<file path="config.mk">
export PLATFORM = sky130hd
export DESIGN_NAME = layer_dispatcher
export DESIGN_NICKNAME = d
export VERILOG_FILES = /design/src/rtl/npu_ctrl_pkg.sv /design/src/rtl/desc_fifo.sv /design/src/rtl/layer_dispatcher.sv
export SDC_FILE = /design/constraint.sdc
export NUM_CORES = 1
export LEC_CHECK = 0
export CELL_PAD_IN_SITES_DETAIL_PLACEMENT = 1
export CELL_PAD_IN_SITES_GLOBAL_PLACEMENT = 1
export CORE_ASPECT_RATIO = 0.6
export CORE_UTILIZATION = 43
export DETAILED_ROUTE_END_ITERATION = 6
export PLACE_DENSITY_LB_ADDON = 0.1
export SYNTH_ARGS = -nofsm -noshare
export SYNTH_HDL_FRONTEND = slang
export SYNTH_SLANG_ARGS = --single-unit
</file>
<file path="constraint.sdc">
create_clock -name clk -period 5.3 [get_ports clk]
set_input_delay 0.795 -clock clk [delete_from_list [all_inputs] [get_ports clk]]
set_output_delay 0.795 -clock clk [all_outputs]
set_load 0.03 [all_outputs]
</file>
<file path="src/rtl/npu_ctrl_pkg.sv">
// Shared types for the NPU control path: layer descriptor layout and dispatcher states.
package npu_ctrl_pkg;

    localparam int FRAM_AW = 16;
    localparam int KRAM_AW = 16;
    localparam int DATA_W  = 16;

    typedef struct packed {
        logic [FRAM_AW-1:0] feature_baseaddr;
        logic [KRAM_AW-1:0] kernel_baseaddr;
        logic [FRAM_AW-1:0] wb_baseaddr;
        logic [DATA_W-1:0]  chin;
        logic [DATA_W-1:0]  chout;
        logic [DATA_W-1:0]  width;
        logic [DATA_W-1:0]  height;
        logic [DATA_W-1:0]  ksh;
        logic [DATA_W-1:0]  ksw;
        logic               has_bias;
        logic               has_relu;
    } layer_desc_t;

    typedef enum logic [2:0] {
        ST_IDLE,
        ST_ISSUE,
        ST_WAIT_BUSY,
        ST_WAIT_DONE,
        ST_ERROR
    } disp_state_e;

endpackage

</file>
<file path="src/rtl/desc_fifo.sv">
// Synchronous descriptor FIFO with synchronous clear; push while full is accepted only alongside a pop.
module desc_fifo #(
    parameter int DEPTH = 4,
    parameter int WIDTH = 8
) (
    input  logic                   clk,
    input  logic                   rst_n,
    input  logic                   clear,
    input  logic                   push,
    input  logic                   pop,
    input  logic [WIDTH-1:0]       wdata,
    output logic [WIDTH-1:0]       rdata,
    output logic                   full,
    output logic                   empty,
    output logic [$clog2(DEPTH):0] count
);
    localparam int AW = $clog2(DEPTH);

    logic [WIDTH-1:0] mem [DEPTH];
    logic [AW-1:0]    wptr, rptr;
    logic             do_push, do_pop;

    assign empty   = (count == '0);
    assign full    = (count == (AW+1)'(DEPTH));
    assign do_pop  = pop && !empty && !clear;
    assign do_push = push && (!full || do_pop) && !clear;
    assign rdata   = mem[rptr];

    always_ff @(posedge clk) begin
        if (do_push) mem[wptr] <= wdata;
    end

    always_ff @(posedge clk or negedge rst_n) begin
        if (!rst_n) begin
            wptr  <= '0;
            rptr  <= '0;
            count <= '0;
        end else if (clear) begin
            wptr  <= '0;
            rptr  <= '0;
            count <= '0;
        end else begin
            if (do_push) wptr <= wptr + 1'b1;
            if (do_pop)  rptr <= rptr + 1'b1;
            if (do_push && !do_pop)      count <= count + 1'b1;
            else if (do_pop && !do_push) count <= count - 1'b1;
        end
    end

endmodule

</file>
<file path="src/rtl/layer_dispatcher.sv">
// Queues host layer descriptors and issues them one at a time to the decoder,
// tracking completion, layer count, done pulse and a per-layer watchdog.
module layer_dispatcher
    import npu_ctrl_pkg::*;
#(
    parameter int FIFO_DEPTH = 4,
    parameter int CNT_W      = 16,
    parameter int TMO_CYCLES = 0
) (
    input  logic               clk,
    input  logic               rst_n,
    input  logic               enable,
    input  logic               abort,
    input  logic               desc_valid,
    output logic               desc_ready,
    input  layer_desc_t        desc,
    output logic               inst_valid,
    input  logic               decoder_ready,
    output logic [FRAM_AW-1:0] feature_baseaddr,
    output logic [KRAM_AW-1:0] kernel_baseaddr,
    output logic [DATA_W-1:0]  feature_chin,
    output logic [DATA_W-1:0]  feature_chout,
    output logic [DATA_W-1:0]  feature_width,
    output logic [DATA_W-1:0]  feature_height,
    output logic [DATA_W-1:0]  kernel_sizeh,
    output logic [DATA_W-1:0]  kernel_sizew,
    output logic               has_bias,
    output logic               has_relu,
    output logic [FRAM_AW-1:0] wb_baseaddr,
    input  logic               wb_busy,
    output logic               busy,
    output logic [CNT_W-1:0]   layers_done,
    output logic               done_pulse,
    output logic               err_timeout
);
    localparam int          AW      = $clog2(FIFO_DEPTH);
    localparam logic [31:0] TMO_LIM = 32'(TMO_CYCLES);

    disp_state_e  state;
    layer_desc_t  head, cur;
    logic         fifo_full, fifo_empty;
    logic [AW:0]  fifo_count;
    logic         rdy_en, abort_pend;
    logic [31:0]  wdog;
    logic         in_wait, can_issue, accept, layer_fin, tmo_hit, pop, push;

    assign in_wait   = (state == ST_WAIT_BUSY) || (state == ST_WAIT_DONE);
    assign can_issue = enable && !fifo_empty && !abort;
    assign accept    = (state == ST_ISSUE) && inst_valid && decoder_ready;
    assign layer_fin = (state == ST_WAIT_DONE) && decoder_ready && !wb_busy;
    assign tmo_hit   = (TMO_LIM != 32'd0) && in_wait && (wdog >= TMO_LIM - 32'd1);
    // An aborted layer still completes but must not chain into a new issue.
    assign pop       = can_issue && ((state == ST_IDLE) || (layer_fin && !abort_pend));
    assign desc_ready = rdy_en && (!fifo_full || pop);
    assign push      = desc_valid && desc_ready && !abort;
    assign busy      = (state != ST_IDLE) || (fifo_count != '0);

    desc_fifo #(
        .DEPTH (FIFO_DEPTH),
        .WIDTH ($bits(layer_desc_t))
    ) u_fifo (
        .clk   (clk),
        .rst_n (rst_n),
        .clear (abort),
        .push  (push),
        .pop   (pop),
        .wdata (desc),
        .rdata (head),
        .full  (fifo_full),
        .empty (fifo_empty),
        .count (fifo_count)
    );

    always_ff @(posedge clk or negedge rst_n) begin
        if (!rst_n) begin
            state       <= ST_IDLE;
            inst_valid  <= 1'b0;
            cur         <= '0;
            layers_done <= '0;
            done_pulse  <= 1'b0;
            err_timeout <= 1'b0;
            wdog        <= '0;
            rdy_en      <= 1'b0;
            abort_pend  <= 1'b0;
        end else begin
            rdy_en     <= 1'b1;
            done_pulse <= 1'b0;
            if (pop) cur <= head;
            if (accept)                       wdog <= '0;
            else if (in_wait && wdog != '1)   wdog <= wdog + 32'd1;

            case (state)
                ST_IDLE: begin
                    if (pop) begin
                        inst_valid <= 1'b1;
                        state      <= ST_ISSUE;
                    end
                end
                ST_ISSUE: begin
                    // A completed handshake wins over a same-cycle abort: the decoder already has it.
                    if (accept) begin
                        inst_valid <= 1'b0;
                        abort_pend <= abort;
                        state      <= ST_WAIT_BUSY;
                    end else if (abort) begin
                        inst_valid <= 1'b0;
                        state      <= ST_IDLE;
                    end
                end
                ST_WAIT_BUSY: begin
                    if (abort) abort_pend <= 1'b1;
                    if (tmo_hit) begin
                        err_timeout <= 1'b1;
                        state       <= ST_ERROR;
                    end else if (!decoder_ready) begin
                        state <= ST_WAIT_DONE;
                    end
                end
                ST_WAIT_DONE: begin
                    if (layer_fin) begin
                        layers_done <= layers_done + 1'b1;
                        done_pulse  <= fifo_empty && !abort_pend && !abort;
                        abort_pend  <= 1'b0;
                        if (pop) begin
                            inst_valid <= 1'b1;
                            state      <= ST_ISSUE;
                        end else begin
                            state <= ST_IDLE;
                        end
                    end else begin
                        if (abort) abort_pend <= 1'b1;
                        if (tmo_hit) begin
                            err_timeout <= 1'b1;
                            state       <= ST_ERROR;
                        end
                    end
                end
                ST_ERROR: begin
                    if (abort) begin
                        err_timeout <= 1'b0;
                        abort_pend  <= 1'b0;
                        state       <= ST_IDLE;
                    end
                end
                default: state <= ST_IDLE;
            endcase
        end
    end

    assign feature_baseaddr = cur.feature_baseaddr;
    assign kernel_baseaddr  = cur.kernel_baseaddr;
    assign wb_baseaddr      = cur.wb_baseaddr;
    assign feature_chin     = cur.chin;
    assign feature_chout    = cur.chout;
    assign feature_width    = cur.width;
    assign feature_height   = cur.height;
    assign kernel_sizeh     = cur.ksh;
    assign kernel_sizew     = cur.ksw;
    assign has_bias         = cur.has_bias;
    assign has_relu         = cur.has_relu;

endmodule

</file>
==> out/qor.csv <==
stage,metric,value,unit
setup_path,critPathKind,in2out,
drt,antenna_left,0,
power_and_ir_drop,seqPwrFrac,46.1,%
synthesis,syn_area,28100,sq um
synthesis,yosysWarnings,0,
outcome,status,"complete, no violations",
drt,routed_wl,63600,microns
layout,regMostFlops,u_fifo.mem,
synthesis,ys_ff_latch,760,
setup_path,arrival,3.38,ns
timing,max_slew_margin,39.2,%
power_and_ir_drop,comb_power_share,22.0,%
clock_network,clkSinkCount,760,
setup_path,crit_path_start_kind,input port,
setup_path,reg2reg_slack,2.06,ns
power_and_ir_drop,power.switching,4.77,mW
timing,fin_skew,0.0141,ns
clock_network,cts.clk_slew.worst_paths,0.07,ns
power_and_ir_drop,ir_worst_vdd,0.301,mV
layout,nNetsFinal,2039,
synthesis,ys_seq_area_share,78.1,%
setup_path,reg2regPathDepth,6,
placed_design,portBuffers,318,
power_and_ir_drop,pwr-share-clk,31.8,%
clock_network,htree_levels,3,
timing,min_period,4.18,ns
power_and_ir_drop,finalPower,16.4,mW
floorplanning,initial_core_util,43.6,%
power_and_ir_drop,cellPowerDensity,471,nW/um^2
grt,grt_max_degree,151,
drt,drt_iter0_drc,802,
power_and_ir_drop,intPower,11.6,mW
placed_design,dp_slack,1.19,ns
timing,setup_slack,1.12,ns
power_and_ir_drop,sw_frac_of_total,29.2,%
grt,first_global_vias,15700,
timing,rsz0062_at_grt,false,
layout,largest_reg_flops,584,
setup_path,crit_fanout,42,
worst_hold_path,hold_class,in2async,
synthesis,synth_edf_count,584,
drt,dr.pass1.iters,5,
layout,final_util,53.8,%
drt,drcViolationCount,0,
timing,clock.fmax,239,MHz
synthesis,async_reset_ff_share,23.2,%
setup_path,cp-endpoint,desc_ready,
layout,fill_cells,5887,
setup_path,r2r_end,u_fifo.mem[0][19],
timing,layout_worst_path_cycle_share,78.8,%
floorplanning,coreArea,64500,sq um
floorplanning,dieHeight,200,microns
synthesis,postSynthCellCount,1538,
placed_design,place_area,32300,sq um
synthesis,syn-num-nets,1697,
synthesis,synth-main-ff-cell,edfxtp_1,
setup_path,cp.required,4.51,ns
setup_path,end_kind,output port,
clock_network,cts-resized-gates,0,
placed_design,dp_hpwl,36800,microns
clock_network,ctsHoldBuffers,0,
timing,finalHoldViolations,0,
grt,antenna_found_initial,10,
placed_design,routabilityCongestion,0.777,
timing,finalSetupViolCount,0,
clock_network,clk_latency,0.62,ns
layout,fin_area,34700,sq um
timing,worst_pin_slew,0.913,ns
drt,vias_per_cell,5.21,
floorplanning,std_cell_rows,72,
clock_network,cts_buffer_depth,3,
floorplanning,io_pins,320,
clock_network,post-cts-setup-buffer-count,0,
clock_network,tritoncts,yes,
floorplanning,die-area,66400,sq um
grt,grt_use_total,19.5,%
layout,drive_above_1_share,14.9,%
power_and_ir_drop,p_leak,12.3,nW
grt,grt_pass1_wl,96300,microns
timing,tns,0,ns
grt,gr-total-overflow,0,
drt,wl_per_cell,22.8,microns
timing,finalMaxSlewViolations,0,
layout,syn2layout_area_growth,23.5,%
flow_run,cap_violations,0,
setup_path,crit_start,decoder_ready,
drt,num_vias,14600,
floorplanning,dieWidth,332,microns
clock_network,cts-root-buf,clkbuf_16,
synthesis,synthDistinctLibCells,46,
setup_path,r2r-start,state[0],
clock_network,cts_buffers,73,
synthesis,avgSynthCellArea,18.3,sq um
[cells in the final DEF, fill, tap and decap left out, types with 6 or more instances in the layout]
cell type          n
nor2_1            18
xor2_1             6
dfrtp_1          174
clkbuf_16         77
nand2_1          447
mux4_2           146
xnor2_1           11
clkbuf_1          16
clkinv_1          10
buf_12            14
nand3_1            6
buf_4              8
inv_1              6
clkbuf_8           7
clkdlybuf4s50_1  317
clkinv_2          14
edfxtp_1         584
[power groups by stage]
stage / sequential [mW] / combinational, mW / clock (mW)
floorplan: 8.54 / 1.06 / 0
global placement: 7.65 / 3.61 / 0
detailed placement: 7.67 / 3.65 / 0
CTS: 7.56 / 3.67 / 5.36
global route: 7.63 / 3.86 / 5.57
finish: 7.54 / 3.60 / 5.21
[metrics by stage]
step                      hold slack [ns]  cells
after floorplan                     0.470   1538
after global placement              0.456   2656
after detailed placement            0.463   2656
after CTS                           0.254   2791
after global routing                0.266   2793
final                               0.222   2795
[Yosys cell counts, types with 2 or more instances]
cell	instances	area (sq um)
nand3_1	6	30.0
buf_2	30	150
xnor2_1	11	96.3
nand2_1	447	1680
and4_1	2	17.5
and2_1	7	43.8
mux4_2	146	3290
mux2i_1	2	20.0
conb_1	2	7.51
nor4b_1	2	17.5
xor2_1	6	52.6
or3_1	2	12.5
nor3_1	2	10.0
nor2_1	18	67.6
clkbuf_1	27	101
dfrtp_1	176	4400
nand4_1	3	18.8
a31oi_1	4	25.0
and3_1	2	12.5
o21ai_0	4	20.0
ha_1	5	62.6
a21oi_1	4	20.0
edfxtp_1	584	17500
buf_6	14	158
inv_1	6	22.5
mux2_2	2	22.5
nand2b_1	5	31.3
[worst max-delay path, cell delays in order]
cell and delay, ns:
clkdlybuf4s50_1 0.59, nand4b_1 0.28, o22ai_2 0.42, nand2_8 0.31
a31oi_1 0.28, clkdlybuf4s50_1 0.70
[cell families (layout without fill, tap and decap cells)]
| group | after synthesis | after routing | synth area share, % |
|---|---|---|---|
| xor+xnor | 17 | 17 | 0.530 |
| compound gates | 22 | 22 | 0.548 |
| flops | 760 | 760 | 78.1 |
| simple gates | 502 | 502 | 7.08 |
| buf+inv | 79 | 481 | 1.58 |
| mux | 150 | 150 | 11.9 |
| fa+ha+maj | 6 | 6 | 0.294 |
| other cells | 2 | 6 | 0.0267 |
[worst min-delay path by stage]
stage                      from                end  slack [ns]
2_1_floorplan        abort_pend         done_pulse        0.47
3_3_place_gp    kernel_sizew[4]    kernel_sizew[4]        0.46
3_5_place_dp   feature_width[1]   feature_width[1]        0.46
4_1_cts                   rst_n  feature_height[0]        0.25
5_1_grt                   rst_n  feature_height[0]        0.27
6_report                  rst_n  feature_height[0]        0.22
[routing by layer]
metal	up-vias	track usage, %	wire length, microns
li1	6442	-	-
met1	7743	26.0	28200
met2	280	32.2	30900
met3	94	5.29	3270
met4	10	4.84	1210
met5	-	0	62
[final cells by class]
class                           instances  area [sq um]  area share, %
Sequential cell                       760         21900           63.3
Multi-Input combinational cell        699          5740           16.5
Timing Repair Buffer                  340          3530           10.2
Clock buffer                           99          2070           5.96
Tap cell                              851          1060           3.07
Clock inverter                         36           314          0.905
Inverter                                6          22.5         0.0649
Antenna cell                            4          10.0         0.0289
(Power assumes the default switching activity.)
